### config.mk
export PLATFORM = sky130hd
export DESIGN_NAME = pdm_sample_fifo
export DESIGN_NICKNAME = d
export VERILOG_FILES = /design/src/rtl/pdm_sample_fifo.sv
export SDC_FILE = /design/constraint.sdc
export NUM_CORES = 1
export LEC_CHECK = 0
export ABC_CLOCK_PERIOD_IN_PS = 3700
export CORE_MARGIN = 5
export CORE_UTILIZATION = 60
export CTS_CLUSTER_SIZE = 24
export DETAILED_ROUTE_END_ITERATION = 10
export HOLD_SLACK_MARGIN = 0.05
export PLACE_DENSITY = 0.81
export SLEW_MARGIN = 20
export SYNTH_ARGS = -nofsm -noshare
export SYNTH_HDL_FRONTEND = slang
export SYNTH_SLANG_ARGS = --single-unit
export TNS_END_PERCENT = 10
### constraint.sdc
create_clock -name clk -period 3.7 [get_ports clk]
set_input_delay 1.11 -clock clk [delete_from_list [all_inputs] [get_ports clk]]
set_output_delay 1.11 -clock clk [all_outputs]
set_load 0.05 [all_outputs]
### src/rtl/pdm_sample_fifo.sv
// Single-clock sample FIFO between the PDM decimator and the readout side.
// Wrap-bit pointers, fill count with threshold flags, sticky error flags.
module pdm_sample_fifo #(
    parameter int WIDTH        = 16,
    parameter int DEPTH        = 16,
    parameter int AFULL_LEVEL  = DEPTH - 4,
    parameter int AEMPTY_LEVEL = 4,
    parameter bit FWFT         = 1'b0
) (
    input  logic                     clk,
    input  logic                     rst_n,
    input  logic                     clear_i,
    input  logic                     wr_en_i,
    input  logic [WIDTH-1:0]         write_data_i,
    input  logic                     rd_en_i,
    output logic [WIDTH-1:0]         read_data_o,
    output logic                     rd_valid_o,
    output logic [$clog2(DEPTH):0]   count_o,
    output logic                     full_o,
    output logic                     empty_o,
    output logic                     almost_full_o,
    output logic                     almost_empty_o,
    output logic                     overflow_o,
    output logic                     underflow_o
);

    localparam int AW = $clog2(DEPTH);
    localparam int PW = AW + 1;
    localparam logic [PW-1:0] AF_LVL = PW'(AFULL_LEVEL);
    localparam logic [PW-1:0] AE_LVL = PW'(AEMPTY_LEVEL);
    localparam logic [PW-1:0] ONE    = PW'(1);

    logic [WIDTH-1:0] mem [DEPTH];
    logic [PW-1:0]    wr_ptr;
    logic [PW-1:0]    rd_ptr;
    logic [PW-1:0]    count;
    logic             ovf_q;
    logic             udf_q;
    logic             rd_acc;
    logic             wr_acc;

    // Full when the slot indices match but the wrap bits differ.
    assign empty_o = (wr_ptr == rd_ptr);
    assign full_o  = (wr_ptr == {~rd_ptr[AW], rd_ptr[AW-1:0]});

    assign rd_acc = rd_en_i && !empty_o;
    assign wr_acc = wr_en_i && (!full_o || rd_acc);

    assign count_o        = count;
    assign almost_full_o  = (count >= AF_LVL);
    assign almost_empty_o = (count <= AE_LVL);
    assign overflow_o     = ovf_q;
    assign underflow_o    = udf_q;

    always_ff @(posedge clk) begin
        if (!rst_n) begin
            wr_ptr <= '0;
            rd_ptr <= '0;
            count  <= '0;
            ovf_q  <= 1'b0;
            udf_q  <= 1'b0;
        end else if (clear_i) begin
            wr_ptr <= '0;
            rd_ptr <= '0;
            count  <= '0;
            ovf_q  <= 1'b0;
            udf_q  <= 1'b0;
        end else begin
            if (wr_acc) wr_ptr <= wr_ptr + ONE;
            if (rd_acc) rd_ptr <= rd_ptr + ONE;
            if (wr_acc && !rd_acc) begin
                count <= count + ONE;
            end else if (rd_acc && !wr_acc) begin
                count <= count - ONE;
            end
            if (wr_en_i && !wr_acc) ovf_q <= 1'b1;
            if (rd_en_i && empty_o) udf_q <= 1'b1;
        end
    end

    always_ff @(posedge clk) begin
        if (rst_n && !clear_i && wr_acc) begin
            mem[wr_ptr[AW-1:0]] <= write_data_i;
        end
    end

    if (FWFT) begin : g_fwft
        assign read_data_o = empty_o ? '0 : mem[rd_ptr[AW-1:0]];
        assign rd_valid_o  = !empty_o;
    end else begin : g_std
        logic [WIDTH-1:0] rdata_q;
        logic             rvalid_q;

        // Read data holds between pops; a flush only drops the valid pulse.
        always_ff @(posedge clk) begin
            if (!rst_n) begin
                rdata_q  <= '0;
                rvalid_q <= 1'b0;
            end else if (clear_i) begin
                rvalid_q <= 1'b0;
            end else begin
                rvalid_q <= rd_acc;
                if (rd_acc) rdata_q <= mem[rd_ptr[AW-1:0]];
            end
        end

        assign read_data_o = rdata_q;
        assign rd_valid_o  = rvalid_q;
    end

endmodule

==> results of run 1 <==
worst min-delay path, cell delays in order (launching register included):
cell,delay (ns)
sky130_fd_sc_hd__dfxtp_1,0.34
sky130_fd_sc_hd__a21oi_1,0.05
sky130_fd_sc_hd__nor2_1,0.08
stage by stage:
step	worst slack (ns)	cell area (sq um)	power, mW	hold WS [ns]	instances
3_5_place_dp	0.105	12500	3.92	0.478	918
6_report	0.526	13400	6.63	0.500	969
4_1_cts	0.503	13400	6.68	0.495	969
5_1_grt	0.480	13400	6.84	0.538	969
2_1_floorplan	0.372	11600	3.81	0.515	611
3_3_place_gp	0.118	12500	3.91	0.450	918
per-layer routing:
metal / vias to the layer above / part of all wire, % / GRT usage, %
met5: - / 0 / 0
met4: 0 / 2.6 / 6.91
met3: 53 / 8.4 / 4.22
met2: 270 / 50 / 36.4
met1: 3050 / 40 / 31.2
li1: 2648 / - / -
kinds of logic (layout without fill, tap and decap cells):
logic type               Yosys count  in the layout
adder cells (fa/ha/maj)           10             10
buffers and inverters             42            135
AO/OA/AOI/OAI                    101            101
AND/OR/NAND/NOR                   52             52
XOR/XNOR                          16             16
flip-flops                       290            290
multiplexers                     100            100
state kept, by name, summed over array words and instances (netlist names):
| register | count |
|---|---|
| wr_ptr | 5 |
| count_o | 5 |
| rd_ptr | 5 |
| read_data_o | 16 |
| mem | 256 |
| underflow_o | 1 |
| rd_valid_o | 1 |
| overflow_o | 1 |
synth_stat cells (2+ instances only):
master	instances	area, sq um
sky130_fd_sc_hd__edfxtp_1	256	7690
sky130_fd_sc_hd__a21oi_1	39	195
sky130_fd_sc_hd__dfxtp_1	34	681
sky130_fd_sc_hd__mux2_2	32	360
sky130_fd_sc_hd__mux4_1	28	736
sky130_fd_sc_hd__mux2i_1	20	200
sky130_fd_sc_hd__mux4_2	20	450
sky130_fd_sc_hd__nor2_1	18	67.6
sky130_fd_sc_hd__a211oi_1	16	120
sky130_fd_sc_hd__o22ai_1	16	100
sky130_fd_sc_hd__o21ai_1	14	70.1
sky130_fd_sc_hd__and3_1	12	75.1
sky130_fd_sc_hd__clkbuf_1	11	41.3
sky130_fd_sc_hd__buf_2	9	45.0
sky130_fd_sc_hd__ha_1	9	113
sky130_fd_sc_hd__buf_6	7	78.8
sky130_fd_sc_hd__xor2_1	6	52.6
sky130_fd_sc_hd__inv_1	5	18.8
sky130_fd_sc_hd__o21ai_0	5	25.0
sky130_fd_sc_hd__xnor2_1	5	43.8
sky130_fd_sc_hd__xnor2_2	5	81.3
sky130_fd_sc_hd__buf_4	4	30.0
sky130_fd_sc_hd__a21o_1	3	22.5
sky130_fd_sc_hd__nand2_1	3	11.3
sky130_fd_sc_hd__nand2b_1	3	18.8
sky130_fd_sc_hd__nor2b_1	3	18.8
sky130_fd_sc_hd__nor3_1	3	15.0
sky130_fd_sc_hd__buf_1	2	7.51
sky130_fd_sc_hd__buf_8	2	30.0
sky130_fd_sc_hd__nand4_1	2	12.5
sky130_fd_sc_hd__nor3b_1	2	15.0
sky130_fd_sc_hd__or3_1	2	12.5
area by class of cell:
cell class              count  share of cell area [%]
well taps                 265                    2.48
inverters                   6                   0.168
clock buffers              33                    5.61
repair buffers             78                    5.64
clock inverters            18                    1.16
flip-flops and latches    290                    62.6
multi-input cells         279                    22.4
cell usage in the layout, fill, tap and decap left out, types with 6 or more instances in the layout:
cell type,instances
sky130_fd_sc_hd__clkdlybuf4s50_1,46
sky130_fd_sc_hd__clkbuf_16,29
sky130_fd_sc_hd__o22ai_1,16
sky130_fd_sc_hd__mux2i_1,20
sky130_fd_sc_hd__ha_1,9
sky130_fd_sc_hd__xor2_1,6
sky130_fd_sc_hd__mux2_2,32
sky130_fd_sc_hd__a21oi_1,39
sky130_fd_sc_hd__mux4_1,28
sky130_fd_sc_hd__edfxtp_1,256
sky130_fd_sc_hd__buf_4,27
sky130_fd_sc_hd__mux4_2,20
sky130_fd_sc_hd__and3_1,12
sky130_fd_sc_hd__clkinv_1,6
sky130_fd_sc_hd__o21ai_1,14
sky130_fd_sc_hd__a211oi_1,16
sky130_fd_sc_hd__dfxtp_1,32
sky130_fd_sc_hd__nor2_1,17
worst paths after layout:
check	from	to	slack, ns
worst max-delay path	count_o[0]	almost_empty_o	0.53
worst min-delay path	underflow_o	underflow_o	0.50
worst max register to register	wr_ptr[0]	count_o[4]	0.67
worst min register to register	underflow_o	underflow_o	0.50
power groups by stage:
stage          logic, mW  registers, mW  clock network, mW
6_report           0.267           3.59               2.77
2_1_floorplan      0.109           3.70                  0
3_5_place_dp       0.265           3.66                  0
4_1_cts            0.267           3.59               2.82
5_1_grt            0.286           3.59               2.96
3_3_place_gp       0.254           3.66                  0
==> run summary, run 1 <==
==============================================================================
Detailed-placement wirelength estimate                                13400 um
Worst path cell trace                                             o21a_1, nor3_1, clkdlybuf4s50_1
Fraction of the mapped netlist area in adder cells                       1.14%
Actual slew at the worst max-slew pin                                 0.961 ns
Largest delay contributor family on the critical path             buffers and inverters
Via count normalized by instance count                                    6.21
Post-detailed-routing wire length                                     24200 um
Sequential cell area fraction in the yosys report                        72.0%
Internal power contribution                                            5.26 mW
Status                                                               completed
Worst Clk Skew                                                       0.0208 ns
Synthesis warning total                                                      0
Tmin final                                                             3.17 ns
Total congestion overflow after global routing                               0
Die area                                                           22300 sq um
TritonCTS clock tree                                                     built
Part of the cycle the worst path needs                                   85.8%
Clock-pin slew on the worst setup and hold paths                       0.06 ns
Wire length of the first global-routing pass                          37200 um
Port bufs                                                                   48
Drt initial violations                                                     583
Maximum frequency from static timing analysis                          315 MHz
DRC Markers                                                                  0
Diodes inserted                                                              0
Final Max Tran Viols                                                         0
Clock sink total                                                           290
Combined area of the multi-input logic cells                        2990 sq um
Final setup violation count                                                  0
Core occupancy in the finished layout                                    69.4%
Net count reported at finish                                               714
R2R depth                                                                   11
Sequential cell area in the final layout                            8370 sq um
Final setup TNS                                                           0 ns
GRT Total Usage                                                          22.3%
Maximum net fanout on the critical path                                      5
Number of iterations in the first detailed-routing pass                      5
Die W                                                                   149 um
Combinational cell fraction of total power                                4.0%
Synthesized netlist net count                                              642
Synth unique cells                                                          47
Chip Height                                                             149 um
Latest clock arrival within the worst-skew pair                        0.55 ns
Number of cell rows                                                         51
Share of total power in sequential cells                                 54.2%
Xor/xnor share of the synthesized area                                   1.53%
Data arrival time of the critical path                                 2.06 ns
EDFF count, synth                                                          256
Number of nets with antenna violations after routing                         0
Buffer cell driving the clock tree root                           sky130_fd_sc_hd__clkbuf_16
Core region area                                                   19300 sq um
Hold path depth                                                              2
Area added between synthesis and finish                                  15.1%
Setup repair after global routing missed its margin                      false
Post-synthesis instance total                                              611
Required time at the endpoint of the critical path                     2.59 ns
Synthesized-area fraction occupied by ao, oa, aoi and oai cells          5.50%
Deepest clock path buffer count                                              3
Effective utilization at floorplan                                       60.3%
FFs w/ async S/R, synth                                                     0%
Number of I/O pins                                                          49
Proportion of layout cells with a drive suffix above 1                   20.5%
Post-cts sizing count                                                        0
Post-CTS setup buffers                                                       0
Crit path launch type                                                     flop
Placer Congestion                                                        0.798
Count of endpoints failing hold in the final timing report                   0
Total number of H-tree levels                                                1
WP depth                                                                     3
Ys flop type                                                      sky130_fd_sc_hd__edfxtp_1
# Max-Cap Violations                                                         0
Syn Area/Cell                                                       19.0 sq um
Netlist Area Pre-Place                                             11600 sq um
Relative slew slack                                                      36.0%
Number of clock buffers inserted by TritonCTS                               28
Switching power share of the total                                       20.6%
IR drop worst, VDD                                                  0.000413 V
Standard cell with the maximum stage delay on the critical path   sky130_fd_sc_hd__clkdlybuf4s50_1
Buffer and inverter count on the worst path                                  1
Vias post-DR                                                              6021
DR WL/cell                                                             25.0 um
Largest family of logic cells by synthesized area                 multiplexers
Cell Pwr Density                                                   495 nW/um^2
Largest net degree at the start of global routing                           84
Static leakage                                                         4.31 nW
Number of buffers inserted by hold repair at cts                             0
Antenna violations before repair                                             0
Type of the setup path with the least slack                       flop to primary output
Largest stage delay, worst path                                        0.82 ns
Post-Synth Simple-Gate Area                                              2.42%
Kind of end point of the critical path                            primary output
Path category of the worst min-delay check                        flop to flop
Power spent charging and discharging nets                              1.36 mW
Clock share of power                                                     41.8%
Number of global-route vias before repair                                 6217
Flip-flop and latch count after synthesis                                  290
Share of synthesized area spent on multiplexers                          15.0%
FILL cells                                                                1195
==============================================================================
Power figures use the tool's default switching activity.
==> run 2, diff against run 1 <==
--- a/config.mk
+++ b/config.mk
@@ -5,11 +5,13 @@
 export SDC_FILE = /design/constraint.sdc
 export NUM_CORES = 1
 export LEC_CHECK = 0
+export ABC_AREA = 1
 export ABC_CLOCK_PERIOD_IN_PS = 3700
 export CORE_MARGIN = 5
 export CORE_UTILIZATION = 60
 export CTS_CLUSTER_SIZE = 24
 export DETAILED_ROUTE_END_ITERATION = 10
+export GPL_ROUTABILITY_DRIVEN = 0
 export HOLD_SLACK_MARGIN = 0.05
 export PLACE_DENSITY = 0.81
 export SLEW_MARGIN = 20
==> run 2 against run 1 <==
Count of clock-buffer cells in the layout grew 1. Critical path depth grew 1. Combinational power grew 60%. Register-to-register slack gained 0.28 ns. Sequential share of layout area shrank 3.1 points. Clock skew shrank 0.011 ns. Highest routed layer unchanged. Sequential cell count is the same.
==> run summary, run 2 <==
==============================================================================
Cell Pwr Density                                                   473 nW/um^2   -4.5%
GRT Total Usage                                                          23.9%   +1.5 points
Number of I/O pins                                                          49   unchanged
Switching power share of the total                                       21.9%   +1.3 points
Latest clock arrival within the worst-skew pair                        0.53 ns   -0.02 ns
Clock-pin slew on the worst setup and hold paths                       0.06 ns   about the same
Combinational cell fraction of total power                                6.4%   +2.4 points
Syn Area/Cell                                                       10.4 sq um   -45%
Buffer and inverter count on the worst path                                  1   unchanged
Yosys top cell area share                                                62.6%   -3.6 points
Pre-CTS WS                                                            0.334 ns   +0.229 ns
Effective utilization at floorplan                                       60.9%   +0.60 points
Worst-case setup margin in the final layout                           0.512 ns   -0.0137 ns
Path category of the worst min-delay check                        flop to flop
Hold WS                                                               0.492 ns   -0.00767 ns
Worst path cell trace                                             nor2_1, nor2_1, nor3_1, clkdlybuf4s50_1
Number of nets with antenna violations after routing                         0   unchanged
Most frequent cells in the layout                                 405 x sky130_fd_sc_hd__nand2_1, 256 x sky130_fd_sc_hd__edfxtp_1, 140 x sky130_fd_sc_hd__nor2_1
Standard cell with the maximum stage delay on the critical path   sky130_fd_sc_hd__clkdlybuf4s50_1
Overall power of the completed layout                                  6.66 mW   +0.50%
Die area                                                           23400 sq um   +5.3%
Number of global-route vias before repair                                 8432   +36%
Static leakage                                                         5.35 nW   +24%
Synth unique cells                                                          33   -30%
Maximum frequency from static timing analysis                          314 MHz   -0.43%
Sequential cell area in the final layout                            8370 sq um   unchanged
Part of the cycle the worst path needs                                   86.2%   +0.37 points
Detailed-placement wirelength estimate                                17600 um   +32%
Post-detailed-routing wire length                                     28600 um   +18%
Total number of H-tree levels                                                1   unchanged
Post-CTS setup buffers                                                       0   unchanged
Post-cts sizing count                                                        0   unchanged
Relative slew slack                                                      36.9%   +0.92 points
Clock share of power                                                     39.5%   -2.3 points
Cell types with the largest area share after synthesis            sky130_fd_sc_hd__edfxtp_1 63%, sky130_fd_sc_hd__nand2_1 12%, sky130_fd_sc_hd__dfxtp_1 5.5%
Netlist Area Pre-Place                                             12300 sq um   +5.7%
Required time at the endpoint of the critical path                     2.59 ns   about the same
Combined area of the multi-input logic cells                        3450 sq um   +16%
DR WL/cell                                                             18.7 um   -25%
DRC Markers                                                                  0   unchanged
Number of clock buffers inserted by TritonCTS                               29   +3.6%
Deepest clock path buffer count                                              3   unchanged
Power spent charging and discharging nets                              1.46 mW   +7.1%
Number of iterations in the first detailed-routing pass                      8   +3
Internal power contribution                                            5.20 mW   -1.2%
Proportion of layout cells with a drive suffix above 1                   10.3%   -10 points
Synthesized netlist net count                                             1209   +88%
Critical Path Most Common Cell                                    sky130_fd_sc_hd__nor2_1
Data arrival time of the critical path                                 2.08 ns   +0.02 ns
Drt initial violations                                                     938   +61%
Post-synthesis instance total                                             1178   +93%
Synthesis warning total                                                      0   unchanged
Buffer cell driving the clock tree root                           sky130_fd_sc_hd__clkbuf_16
Kind of end point of the critical path                            primary output
Most frequent cells after synthesis                               405 x sky130_fd_sc_hd__nand2_1, 256 x sky130_fd_sc_hd__edfxtp_1, 140 x sky130_fd_sc_hd__nor2_1, 74 x sky130_fd_sc_hd__o21ai_0, 57 x sky130_fd_sc_hd__nand3_1
Crit path launch type                                                     flop
Type of the setup path with the least slack                       flop to primary output
# Max-Cap Violations                                                         0   unchanged
Number of buffers inserted by hold repair at cts                             0   unchanged
Antenna violations before repair                                             2   +2
Cell with the most instances after synthesis                      sky130_fd_sc_hd__nand2_1
Final setup violation count                                                  0   unchanged
Maximum net fanout on the critical path                                      5   unchanged
Cell type with the largest total area after synthesis             sky130_fd_sc_hd__edfxtp_1
Number of cell rows                                                         52   +2.0%
Final Max Tran Viols                                                         0   unchanged
Final setup TNS                                                           0 ns   unchanged
Largest delay contributor family on the critical path             buffers and inverters
Clock sink total                                                           290   unchanged
Setup repair after global routing missed its margin                      false
Flip-flop and latch count after synthesis                                  290   unchanged
Most common cell after layout, fill and taps aside                sky130_fd_sc_hd__nand2_1
Tmin final                                                             3.19 ns   +0.0137 ns
Area added between synthesis and finish                                  14.6%
IR drop worst, VDD                                                  0.000390 V   -5.6%
Ys flop type                                                      sky130_fd_sc_hd__edfxtp_1
Vias post-DR                                                              8532   +42%
Largest register FFs                                                       256   unchanged
Largest stage delay, worst path                                        0.84 ns   +0.02 ns
FFs w/ async S/R, synth                                                     0%   unchanged
Via count normalized by instance count                                    5.58   -10%
Status                                                               completed
Count of endpoints failing hold in the final timing report                   0   unchanged
TritonCTS clock tree                                                     built
FILL cells                                                                1422   +19%
Wire length of the first global-routing pass                          44500 um   +19%
Worst Clk Skew                                                      0.00931 ns   -0.0115 ns
Core region area                                                   20200 sq um   +4.7%
Chip Height                                                             153 um   +2.6%
Cell area reported after detailed placement                        13200 sq um   +6.1%
Port bufs                                                                   48   unchanged
Largest net degree at the start of global routing                           84   unchanged
Net count reported at finish                                              1267   +77%
Sequential cell area fraction in the yosys report                        68.1%   -3.9 points
Die W                                                                   153 um   +2.6%
Final instance area                                                14100 sq um   +5.2%
Actual slew at the worst max-slew pin                                 0.947 ns   -0.0138 ns
Share of total power in sequential cells                                 54.0%   -0.2 points
Total congestion overflow after global routing                               0   unchanged
EDFF count, synth                                                          256   unchanged
==============================================================================
==> run 2: cell types whose count changed in the layout (fill, tap and decap cells not counted), moves of 21 or more <==
| cell | delta |
|---|---|
| sky130_fd_sc_hd__nand2_1 | +402 |
| sky130_fd_sc_hd__nor2_1 | +123 |
| sky130_fd_sc_hd__o21ai_0 | +69 |
| sky130_fd_sc_hd__nand3_1 | +56 |
| sky130_fd_sc_hd__inv_1 | +47 |
| sky130_fd_sc_hd__mux2_2 | -32 |
| sky130_fd_sc_hd__mux4_1 | -28 |
| sky130_fd_sc_hd__a21oi_1 | -27 |
| sky130_fd_sc_hd__nor2_2 | +21 |
==> run 2: final timing paths <==
path,startpoint,to,slack [ns],depth (start not counted)
setup / recovery,count_o[0],almost_empty_o,0.51,4
hold / removal,overflow_o,overflow_o,0.49,2
setup reg to reg,rd_ptr[0],read_data_o[5],0.95,10
hold reg to reg,overflow_o,overflow_o,0.49,2
==> run 2: power by group through the flow <==
stage / logic, mW / registers [mW] / clock network [mW]
floorplan: 0.208 / 3.71 / 0
global placement: 0.414 / 3.67 / 0
detailed placement: 0.423 / 3.67 / 0
CTS: 0.427 / 3.60 / 2.65
global route: 0.466 / 3.60 / 2.79
finish: 0.428 / 3.60 / 2.63
==> run 2: kinds of logic after synthesis <==
logic type	synth area share, %
adders and majority gates	1.08
buffers and inverters	4.36
AOI/OAI and AO/OA	4.02
xor gates and xnor gates	0.856
DFF	68.1
and+or+nand+nor	21.6
==> run 2: per-stage QoR <==
step / instances / util [%]
after global placement: 1475 / 65.6
after CTS: 1526 / 69.8
final: 1528 / 69.8
after floorplan: 1178 / -
after detailed placement: 1475 / 65.6
after global routing: 1528 / 69.8
==> run 2: worst min-delay path, cell delays in order (launching register included) <==
cell                      delay (ns)
sky130_fd_sc_hd__dfxtp_1        0.33
sky130_fd_sc_hd__a31oi_1        0.05
sky130_fd_sc_hd__nor2_1         0.07
==> run 2: area by class of cell <==
| cell class | instances | area share, % |
|---|---|---|
| clock buffers | 34 | 5.29 |
| multi-input cells | 769 | 24.5 |
| inverters | 61 | 1.65 |
| repair buffers | 85 | 5.88 |
| flip-flops and latches | 290 | 59.5 |
| well taps | 270 | 2.40 |
| diodes | 2 | 0.0356 |
| clock inverters | 17 | 0.702 |
==> run 2: per-layer routing <==
metal / track usage, % / up-vias / part of all wire (%)
met2: 39.9 / 423 / 49
met4: 8.53 / 0 / 3.4
met3: 3.85 / 80 / 8.3
li1: - / 4013 / -
met5: 0 / - / 0
met1: 32.1 / 4016 / 40
==> run 3, diff against run 2 <==
--- a/config.mk
+++ b/config.mk
@@ -13,7 +13,7 @@
 export DETAILED_ROUTE_END_ITERATION = 10
 export GPL_ROUTABILITY_DRIVEN = 0
 export HOLD_SLACK_MARGIN = 0.05
-export PLACE_DENSITY = 0.81
+export PLACE_DENSITY = 0.79
 export SLEW_MARGIN = 20
 export SYNTH_ARGS = -nofsm -noshare
 export SYNTH_HDL_FRONTEND = slang
==> run 3 against run 2 <==
Highest routed layer unchanged. Setup slack improved by 0.046 ns. Final cell count rose by 0.20%. Via count shrank 1.5%. Die area stayed put. Critical path depth stayed put. Global-route usage shrank 0.20 points. Sequential power about the same. Power about the same. Non-clock buffer count up 4. Critical endpoint unchanged.
==> run summary, run 3 (synthesis results as in run 2) <==
=========================================================================
Status                                                          completed
Power spent charging and discharging nets                         1.48 mW   +1.8%
Overall power of the completed layout                             6.66 mW   about the same
Number of nets with antenna violations after routing                    0   unchanged
Most frequent cells in the layout                            405 x sky130_fd_sc_hd__nand2_1, 256 x sky130_fd_sc_hd__edfxtp_1, 140 x sky130_fd_sc_hd__nor2_1
Path category of the worst min-delay check                   flop to flop
Count of endpoints failing hold in the final timing report              0   unchanged
Data arrival time of the critical path                            2.03 ns   -0.05 ns
Final setup violation count                                             0   unchanged
Largest net degree at the start of global routing                      84   unchanged
Number of clock buffers inserted by TritonCTS                          28   -3.4%
Static leakage                                                    5.37 nW   +0.42%
Net count reported at finish                                         1270   +0.24%
Effective utilization at floorplan                                  60.9%   unchanged
Top routing layer used                                               met4
Latest clock arrival within the worst-skew pair                   0.55 ns   +0.02 ns
Relative slew slack                                                 36.4%   -0.50 points
Chip Height                                                        153 um   unchanged
FILL cells                                                           1469   +3.3%
Total number of H-tree levels                                           1   unchanged
Cell Pwr Density                                              474 nW/um^2   +0.11%
Wire length of the first global-routing pass                     43900 um   -1.4%
Number of I/O pins                                                     49   unchanged
Core occupancy in the finished layout                               69.7%   about the same
Proportion of layout cells with a drive suffix above 1              11.0%   +0.68 points
Required time at the endpoint of the critical path                2.59 ns   about the same
Pre-CTS WS                                                       0.379 ns   +0.0445 ns
Hold path depth                                                         2   unchanged
Internal power contribution                                       5.18 mW   -0.48%
Hold wc startpoint                                            underflow_o
R2R depth                                                              16   +6
Total congestion overflow after global routing                          0   unchanged
Actual slew at the worst max-slew pin                            0.954 ns   +0.00748 ns
Combinational cell fraction of total power                           6.4%   about the same
IR drop worst, VDD                                             0.000436 V   +12%
Cell area reported after detailed placement                   13200 sq um   -0.15%
Largest register FFs                                                  256   unchanged
Switching power share of the total                                  22.3%   +0.38 points
Via count normalized by instance count                               5.49   -1.7%
Number of buffers inserted by hold repair at cts                        0   unchanged
Number of iterations in the first detailed-routing pass                 5   -3
Number of cell rows                                                    52   unchanged
Hold Path End                                                 underflow_o
Die W                                                              153 um   unchanged
Wire length on met1                                              11200 um   -1.5%
Vias post-DR                                                         8400   -1.5%
Endpoint of the lowest-slack register-to-register path         count_o[4]
# Max-Cap Violations                                                    0   unchanged
Maximum net fanout on the critical path                                 5   unchanged
Drt initial violations                                                872   -7.0%
Type of the setup path with the least slack                  flop to primary output
Core region area                                              20200 sq um   unchanged
TritonCTS clock tree                                                built
Maximum frequency from static timing analysis                     318 MHz   +1.5%
DRC Markers                                                             0   unchanged
Port bufs                                                              48   unchanged
Post-detailed-routing wire length                                28100 um   -1.7%
Tmin final                                                        3.14 ns   -0.0457 ns
Area added between synthesis and finish                             14.5%   about the same
Final Max Tran Viols                                                    0   unchanged
Fin cells                                                            1531   +0.20%
Die area                                                      23400 sq um   unchanged
Number of global-route vias before repair                            8192   -2.8%
Clock share of power                                                39.6%   about the same
GRT Total Usage                                                     23.7%   -0.20 points
Sequential cell area in the final layout                       8370 sq um   unchanged
Worst setup slack for register-to-register paths                  1.03 ns   +0.08 ns
Detailed-placement wirelength estimate                           17600 um   -0.26%
Final instance area                                           14100 sq um   about the same
Final setup TNS                                                      0 ns   unchanged
Most common cell after layout, fill and taps aside           sky130_fd_sc_hd__nand2_1
Kind of end point of the critical path                       primary output
# placed instances                                                   1479   +0.27%
Post-cts sizing count                                                   0   unchanged
Antenna violations before repair                                        1   -1
Worst flop-to-flop path startpoint                              wr_ptr[1]
Post-CTS setup buffers                                                  0   unchanged
DR WL/cell                                                        18.3 um   -1.9%
Setup repair after global routing missed its margin                 false
Crit path launch type                                                flop
Worst-case setup margin in the final layout                      0.558 ns   +0.0457 ns
Combined area of the multi-input logic cells                   3450 sq um   unchanged
Met3 routed WL                                                    2140 um   -10%
Length of routed met2 wiring                                     14000 um   +0.96%
Buffer cell driving the clock tree root                      sky130_fd_sc_hd__clkbuf_16
Hold WS                                                          0.482 ns   -0.00969 ns
Deepest clock path buffer count                                         3   unchanged
Clock-pin slew on the worst setup and hold paths                  0.06 ns   about the same
Clock sink total                                                      290   unchanged
Worst Clk Skew                                                  0.0133 ns   +0.00399 ns
Part of the cycle the worst path needs                              84.9%   -1.2 points
Share of total power in sequential cells                            54.0%   about the same
=========================================================================
[run 3: cell count changes in the layout (fill, tap and decap cells not counted)]
cell                        change
sky130_fd_sc_hd__clkbuf_16      -1
sky130_fd_sc_hd__clkinv_8       +2
sky130_fd_sc_hd__clkinv_1       -6
sky130_fd_sc_hd__diode_2        -1
sky130_fd_sc_hd__buf_12         -4
sky130_fd_sc_hd__buf_4          +8
sky130_fd_sc_hd__clkbuf_1       +1
sky130_fd_sc_hd__clkinv_2       +4
[run 3: area by class of cell]
cell class / count / area share (%)
Sequential cell: 290 / 59.5
Multi-Input combinational cell: 769 / 24.6
Timing Repair Buffer: 89 / 5.75
Clock buffer: 34 / 5.14
Tap cell: 270 / 2.40
Inverter: 61 / 1.66
Clock inverter: 17 / 0.917
Antenna cell: 1 / 0.0178
[run 3: power groups by stage]
stage	combinational [mW]	clock, mW	sequential, mW
2_1_floorplan	0.208	0	3.71
6_report	0.426	2.64	3.60
3_5_place_dp	0.422	0	3.67
5_1_grt	0.464	2.81	3.60
3_3_place_gp	0.415	0	3.67
4_1_cts	0.426	2.67	3.60
[run 3: worst max-delay path by stage]
stage,start,to,slack (ns)
6_report,count_o[0],almost_empty_o,0.56
3_3_place_gp,rd_en_i,count_o[4],0.41
5_1_grt,count_o[0],almost_empty_o,0.42
3_5_place_dp,rd_en_i,count_o[4],0.38
4_1_cts,count_o[0],almost_empty_o,0.53
2_1_floorplan,rst_n,mem[12][0],0.30
[run 3: critical path: stages, from the launching register on]
cell and delay, ns:
sky130_fd_sc_hd__dfxtp_1 0.37, sky130_fd_sc_hd__nor2_1 0.12, sky130_fd_sc_hd__nor2_1 0.04, sky130_fd_sc_hd__nor3_1 0.13
sky130_fd_sc_hd__clkdlybuf4s50_1 0.83
[run 3: metal layers]
layer	track usage, %	up-vias
li1	-	4023
met1	31.3	3950
met3	3.17	57
met5	0	-
met2	41.4	370
met4	6.75	0
